$ cat src/rtl/pc_unit_if.sv
// Fetch-stage PC unit bus: control from hazard/EX/WB stages in, fetch and IF/ID PC state out.
interface pc_unit_if #(
    parameter int unsigned PC_W = 16
);
    logic            stall;
    logic            redirect;
    logic [PC_W-1:0] redirect_pc;
    logic            halt_if;
    logic            halt_commit;
    logic [PC_W-1:0] pc_if;
    logic [PC_W-1:0] pc_inc_if;
    logic [PC_W-1:0] pc_id;
    logic [PC_W-1:0] pc_inc_id;
    logic            valid_id;
    logic            halted;

    modport master (
        output stall, redirect, redirect_pc, halt_if, halt_commit,
        input  pc_if, pc_inc_if, pc_id, pc_inc_id, valid_id, halted
    );

    modport slave (
        input  stall, redirect, redirect_pc, halt_if, halt_commit,
        output pc_if, pc_inc_if, pc_id, pc_inc_id, valid_id, halted
    );
endinterface

$ cat src/rtl/pc_unit.sv
// Program counter, next-PC selection, IF/ID PC register and halt state machine.
module pc_unit #(
    parameter int unsigned PC_W     = 16,
    parameter int unsigned INC      = 2,
    parameter int unsigned RESET_PC = 0
) (
    input logic      clk,
    input logic      rst_n,
    pc_unit_if.slave bus
);
    localparam int unsigned     AlignBits = (INC > 1) ? $clog2(INC) : 0;
    localparam logic [PC_W-1:0] IncVal    = PC_W'(INC);
    localparam logic [PC_W-1:0] AlignMask = ~PC_W'((64'd1 << AlignBits) - 64'd1);
    localparam logic [PC_W-1:0] ResetPc   = PC_W'(RESET_PC);

    typedef enum logic [1:0] {StRun, StHaltWait, StHalted} state_e;

    state_e          state_q, state_d;
    logic [PC_W-1:0] pc_q, pc_d;
    logic [PC_W-1:0] pc_id_q, pc_id_d;
    logic [PC_W-1:0] pc_inc_id_q, pc_inc_id_d;
    logic            valid_id_q, valid_id_d;
    logic            halted_q, halted_d;
    logic [PC_W-1:0] pc_inc;
    logic [PC_W-1:0] target;

    assign pc_inc = pc_q + IncVal;
    assign target = bus.redirect_pc & AlignMask;

    always_comb begin
        state_d     = state_q;
        pc_d        = pc_q;
        pc_id_d     = pc_id_q;
        pc_inc_id_d = pc_inc_id_q;
        valid_id_d  = valid_id_q;
        halted_d    = halted_q;
        // A committing halt outranks everything, including a same-edge redirect.
        if (bus.halt_commit) begin
            state_d    = StHalted;
            valid_id_d = 1'b0;
            halted_d   = 1'b1;
        end else begin
            unique case (state_q)
                StRun: begin
                    if (bus.redirect) begin
                        pc_d       = target;
                        valid_id_d = 1'b0;
                    end else if (bus.stall) begin
                        // hold everything
                    end else if (bus.halt_if) begin
                        pc_id_d     = pc_q;
                        pc_inc_id_d = pc_inc;
                        valid_id_d  = 1'b1;
                        state_d     = StHaltWait;
                    end else begin
                        pc_d        = pc_inc;
                        pc_id_d     = pc_q;
                        pc_inc_id_d = pc_inc;
                        valid_id_d  = 1'b1;
                    end
                end
                StHaltWait: begin
                    if (bus.redirect) begin
                        pc_d       = target;
                        valid_id_d = 1'b0;
                        state_d    = StRun;
                    end else if (!bus.stall) begin
                        valid_id_d = 1'b0;
                    end
                end
                StHalted: valid_id_d = 1'b0;
                default:  state_d = StRun;
            endcase
        end
    end

    always_ff @(posedge clk or negedge rst_n) begin
        if (!rst_n) begin
            state_q     <= StRun;
            pc_q        <= ResetPc;
            pc_id_q     <= '0;
            pc_inc_id_q <= '0;
            valid_id_q  <= 1'b0;
            halted_q    <= 1'b0;
        end else begin
            state_q     <= state_d;
            pc_q        <= pc_d;
            pc_id_q     <= pc_id_d;
            pc_inc_id_q <= pc_inc_id_d;
            valid_id_q  <= valid_id_d;
            halted_q    <= halted_d;
        end
    end

    assign bus.pc_if     = pc_q;
    assign bus.pc_inc_if = pc_inc;
    assign bus.pc_id     = pc_id_q;
    assign bus.pc_inc_id = pc_inc_id_q;
    assign bus.valid_id  = valid_id_q;
    assign bus.halted    = halted_q;
endmodule

$ cat src/flat_wrapper.sv
// flat-port wrapper written by rule: the top's interface ports become plain ports
module pc_unit_flat 
#(
    parameter int unsigned PC_W     = 16,
    parameter int unsigned INC      = 2,
    parameter int unsigned RESET_PC = 0
)
  (clk, rst_n, bus_stall, bus_redirect, bus_redirect_pc, bus_halt_if, bus_halt_commit, bus_pc_if, bus_pc_inc_if, bus_pc_id, bus_pc_inc_id, bus_valid_id, bus_halted);
  pc_unit_if #(.PC_W(PC_W)) bus_i ();
  input logic clk;
  input logic rst_n;
  input wire logic [$bits(bus_i.stall)-1:0] bus_stall;
  input wire logic [$bits(bus_i.redirect)-1:0] bus_redirect;
  input wire logic [$bits(bus_i.redirect_pc)-1:0] bus_redirect_pc;
  input wire logic [$bits(bus_i.halt_if)-1:0] bus_halt_if;
  input wire logic [$bits(bus_i.halt_commit)-1:0] bus_halt_commit;
  output wire logic [$bits(bus_i.pc_if)-1:0] bus_pc_if;
  output wire logic [$bits(bus_i.pc_inc_if)-1:0] bus_pc_inc_if;
  output wire logic [$bits(bus_i.pc_id)-1:0] bus_pc_id;
  output wire logic [$bits(bus_i.pc_inc_id)-1:0] bus_pc_inc_id;
  output wire logic [$bits(bus_i.valid_id)-1:0] bus_valid_id;
  output wire logic [$bits(bus_i.halted)-1:0] bus_halted;
  assign bus_i.stall = bus_stall;
  assign bus_i.redirect = bus_redirect;
  assign bus_i.redirect_pc = bus_redirect_pc;
  assign bus_i.halt_if = bus_halt_if;
  assign bus_i.halt_commit = bus_halt_commit;
  assign bus_pc_if = bus_i.pc_if;
  assign bus_pc_inc_if = bus_i.pc_inc_if;
  assign bus_pc_id = bus_i.pc_id;
  assign bus_pc_inc_id = bus_i.pc_inc_id;
  assign bus_valid_id = bus_i.valid_id;
  assign bus_halted = bus_i.halted;
  pc_unit #(.PC_W(PC_W), .INC(INC), .RESET_PC(RESET_PC)) u_core (.clk(clk), .rst_n(rst_n), .bus(bus_i));
endmodule
$ cat config.mk
export PLATFORM = sky130hd
export DESIGN_NAME = pc_unit_flat
export DESIGN_NICKNAME = d
export VERILOG_FILES = /design/src/rtl/pc_unit_if.sv /design/src/rtl/pc_unit.sv /design/src/flat_wrapper.sv
export SDC_FILE = /design/constraint.sdc
export NUM_CORES = 1
export LEC_CHECK = 0
export BUFFER_PORTS_ARGS = -buffer_cell sky130_fd_sc_hd__buf_2
export CAP_MARGIN = 20
export CORE_MARGIN = 2
export CORE_UTILIZATION = 50
export CTS_BUF_LIST = sky130_fd_sc_hd__clkbuf_8
export DETAILED_ROUTE_END_ITERATION = 7
export GPL_TIMING_DRIVEN = 0
export PLACE_DENSITY = 0.84
export SLEW_MARGIN = 20
export SYNTH_ARGS = -nofsm -noshare
export SYNTH_HDL_FRONTEND = slang
export SYNTH_SLANG_ARGS = --single-unit
$ cat constraint.sdc
create_clock -name clk -period 3.71 [get_ports clk]
set_input_delay 0.9275 -clock clk [delete_from_list [all_inputs] [get_ports clk]]
set_output_delay 0.9275 -clock clk [all_outputs]
set_load 0.02 [all_outputs]
# Word-level counts from Yosys, hierarchy flattened
# Index checks and enable logic that the tools add are counted.
[op_classes]
bitwise_logic = 3
add_sub_neg = 1
order_cmp = 0
eq_ne = 12
mux = 17
n_mul = 0
shifts = 0
n_reduce_logical = 7
div_mod_pow = 0
[ops]
columns = ["operator", "n"]
rows = [
  ["2-to-1 mux 16 bit", 4],
  ["case mux 16 bit (2 select lines)", 1],
  ["inequality test 3 bit, second input constant", 6],
  ["adder 16 x 2 -> 16 bit, second input constant", 1],
  ["2-to-1 mux 2 bit", 5],
  ["AND reduction 5 bit", 2],
  ["inequality test 4 bit, second input constant", 2],
  ["case mux 2 bit (3 select lines)", 1],
  ["2-to-1 mux 1 bit", 5],
  ["inequality test 2 bit, second input constant", 2],
  ["AND reduction 4 bit", 1],
  ["nonzero test 4 bit", 1],
  ["inverter 1 bit", 3],
  ["case mux 1 bit (3 select lines)", 1],
  ["AND reduction 3 bit", 1],
  ["equality test 2 x 1 -> 1 bit, second input constant", 1],
  ["equality test 2 bit, second input constant", 1],
  ["zero test 2 bit", 1],
  ["nonzero test 2 bit", 1],
]
[totals]
in_bits = 22
word_cells = 46
rom_bits = 0
latchBits = 0
out_inout_bits = 66
ramBits = 0
memories = 0
register_bits = 52

# Longest topological paths before layout
[depth]
depth_word = 5
mapped_depth = 8
depth_no_buf = 6

# Worst setup path before layout
# OpenSTA, ideal clock, no wires.
[synth_path]
path_type = "register to output"
start = "register u_core.pc_q[1] (netlist: u_core.bus.pc_if[1])"
end = "output port bus_pc_inc_if[13]"
stages_incl_launch_ff = 5
required_time_ns = 2.783
n_path_buf = 0
path_slack_ns = 0.979
t_arrival_ns = 1.803
path_cell_list = "dfrtp_1 -> ha_1 -> nand3_4 -> or4_4 -> xnor2_2"
[synth_via]
elab_chain_cells = 1
[synth_lines]
columns = ["element", "line_no", "text"]
rows = [
  ["from (decl)", "pc_unit.sv:19", "logic [PC_W-1:0] pc_q, pc_d;"],
  ["from (signal assigned)", "pc_unit.sv:80", "pc_q <= ResetPc;"],
  ["from (signal assigned)", "pc_unit.sv:87", "pc_q <= pc_d;"],
  ["adder 16 x 2 -> 16 bit", "pc_unit.sv:27", "assign pc_inc = pc_q + IncVal;"],
  ["to (decl)", "flat_wrapper.sv:18", "output wire logic [$bits(bus_i.pc_inc_if)-1:0] bus_pc_inc_if;"],
]
# Every way passes these cells.

# Worst setup path in the final report
# Same ends and word-level chain as after synthesis.

==> reports/qor.yml <==
yosys:
  ys_warn_count: 0
  ys_ff_latch: 49
  synth-seq-area-share_pct: 47.3
  synth_top_area_share_pct: 47.3
  synth_edf_count: 0
  netlist_area_um2: 2590
  ys_async_sr_fraction_pct: 100
  ys_top_cells_by_count: "dfrtp_1 (49), mux2_2 (27), nand2_1 (16)"
  netlist_instances: 234
  synth_area_per_cell_um2: 11.1
  synth.largest_area_cell: "dfrtp_1"
  yosysMostFrequentCell: "dfrtp_1"
  ys.flop_type: "dfrtp_1"
  synth.area.top_cells: "dfrtp_1 (47%), mux2_2 (12%), nand2_1 (2.3%)"
  synth_cell_types: 45
timing:
  relSlewSlack_pct: 52.6
  setup-tns-final_ns: 0
  worst_pin_slew_ns: 0.709
  clock.fmax_mhz: 317
  finalCritPeriodShare_pct: 84.9
  finClkSkew_ns: 0.00790
  post-route-min-period_ns: 3.15
  setup_ws_ns: 0.560
  drv_slew: 0
  setup_violations: 0
  rsz0062_at_grt: "no"
  hold_viol: 0
clock_network:
  clkLatencyLatePin_ns: 0.31
  tritoncts: "yes"
  clock_sinks: 49
  cts_buffers: 5
  cts_setup_buffers: 0
  ctsHoldBuffers: 0
  clk_pin_slew_worst_paths_ns: 0.09
  clockBufferDepth: 2
  h-tree-depth: 2
  ctsRootBufferMaster: "clkbuf_8"
  post_cts_resized: 0
routing:
  route.detailed.drc: 0
  firstDrtPassIters: 4
  ant_nets: 0
  drt-initial-drc-count: 123
  wl_um: 5980
  detail_route.wl_per_cell_um: 15.1
  vias: 2108
  viasPerCell: 5.32
worst_setup_path:
  path_max_fanout: 8
  critPathKind: "reg2out"
  cp-start-kind: "register"
  crit_required_ns: 2.78
  timing.critical_path.arrival_ns: 2.22
  regToRegSetupSlack_ns: 1.40
  end_kind: "output port"
placed_design:
  place_ws_ns: 0.901
  gp_congestion: 0.849
  dpl.hpwl_um: 4410
  portBuffers: 81
power_and_ir_drop:
  p_sw_mw: 1.12
  power_frac_clock_pct: 14.0
  p_leak_nw: 1.62
  combPwrFrac_pct: 48.8
  internal_power_mw: 1.36
  p_per_area_nw_per_um2: 774
  seq_power_share_pct: 37.1
  ir_worst_vdd_uv: 418
  sw_frac_of_total_pct: 45.2
global_route:
  grt_pass1_wl_um: 10300
  grt.total_usage_pct: 22.0
  gr-total-overflow: 0
  grt_pass1_vias: 2140
  grt_start_max_net_pins: 50
  antenna_found_initial: 0
die:
  initial_core_util_pct: 51.4
  io_pins: 88
  die_w_um: 76.0
  die_area_um2: 5770
  coreArea_um2: 5040
  rows: 26
  die_h_um: 76.0
min_path:
  hold_class: "reg2reg"
flow_run:
  cap_viol_max_count: 0
layout:
  drive_gt1_share_pct: 45.4
  seqCellArea_um2: 1230
  syn2layout_area_growth_pct: 23.5
  num_antenna_cells: 0
  fill_cells: 393
  nNetsFinal: 351
  multi_input_area_um2: 1230
outcome:
  status: "finished clean"
==> power by group through the flow <==
stage / combinational, mW / clock (mW) / sequential [mW]
detailed placement: 1.21 / 0 / 0.931
global route: 1.30 / 0.369 / 0.956
finish: 1.21 / 0.348 / 0.919
floorplan: 0.557 / 0 / 1.17
CTS: 1.22 / 0.354 / 0.919
global placement: 1.19 / 0 / 0.914
==> placed cells by master (no fill, tap or decap), types with 7 or more instances in the layout <==
master	netlist	layout
nand2_1	16	16
clkbuf_8	0	7
o21ai_0	11	11
nor3_1	7	7
mux2_2	27	27
inv_1	11	11
buf_2	9	89
a21oi_1	10	10
dfrtp_1	49	49
nor2_1	13	13
==> final cells by class <==
class                   instances  area share [%]
clock inverters                 1           0.156
multi-input cells             158            38.5
clock buffers                   7            3.01
repair buffers                 81            12.8
plain buffers                  19            3.25
well taps                      70            2.74
inverters                      11            1.29
flip-flops and latches         49            38.3
==> sequential cells by signal (all words and copies together), names as in the netlist <==
name                  count
u_core.bus.pc_inc_id     15
u_core.bus.pc_if         15
u_core.bus.pc_id         15
u_core.state_q            2
u_core.bus.halted         1
u_core.bus.valid_id       1
==> per-layer routing <==
layer | up-vias | global-route usage, % | wire (um)
met4 | 0 | 9.27 | 72
met3 | 8 | 4.98 | 438
met2 | 79 | 35.5 | 2890
met5 | - | 0 | 0
met1 | 1024 | 28.7 | 2580
li1 | 997 | - | -
==> stage by stage <==
step | hold slack [ns] | power, mW | instance area [um^2] | std cells | util [%]
CTS | 0.478 | 2.49 | 3200 | 396 | 63.4
finish | 0.475 | 2.47 | 3200 | 396 | 63.4
global route | 0.499 | 2.62 | 3200 | 396 | 63.4
floorplan | 0.475 | 1.72 | 2600 | 237 | -
global placement | 0.448 | 2.10 | 3090 | 388 | 61.4
detailed placement | 0.447 | 2.14 | 3090 | 388 | 61.4
==> logic make-up (layout without fill, tap and decap cells) <==
kind of cell,after synthesis,in the layout,synth area share [%]
flops,49,49,47.3
mux,30,30,13.1
buf+inv,30,119,5.60
other cells,1,4,0.145
compound gates,46,46,11.7
fa+ha+maj,4,4,1.93
simple gates,61,61,15.5
xor+xnor,13,13,4.69
==> critical path, cell delays in order, from the launching register on <==
cell	delay (ns)
dfrtp_1	0.54
ha_1	0.35
nand3_4	0.15
or4_4	0.54
xnor2_2	0.15
buf_2	0.18
==> worst paths after layout <==
kind                                                    end  cells past startpoint                             from
max                                       bus_pc_inc_if[13]                      5  u_core.bus.pc_if[1]$_DFFE_PN0P_
min                           u_core.bus.halted$_DFFE_PN0P_                      1    u_core.bus.halted$_DFFE_PN0P_
max reg2reg                u_core.bus.pc_if[10]$_DFFE_PN0P_                      7    u_core.state_q[1]$_DFFE_PN0P_
min reg2reg                   u_core.bus.halted$_DFFE_PN0P_                      1    u_core.bus.halted$_DFFE_PN0P_
max in group asynchronous     u_core.state_q[0]$_DFFE_PN0P_                      1                            rst_n
min in group asynchronous  u_core.bus.pc_id[12]$_DFFE_PN0P_                      1                            rst_n
(Power assumes the default switching activity.)
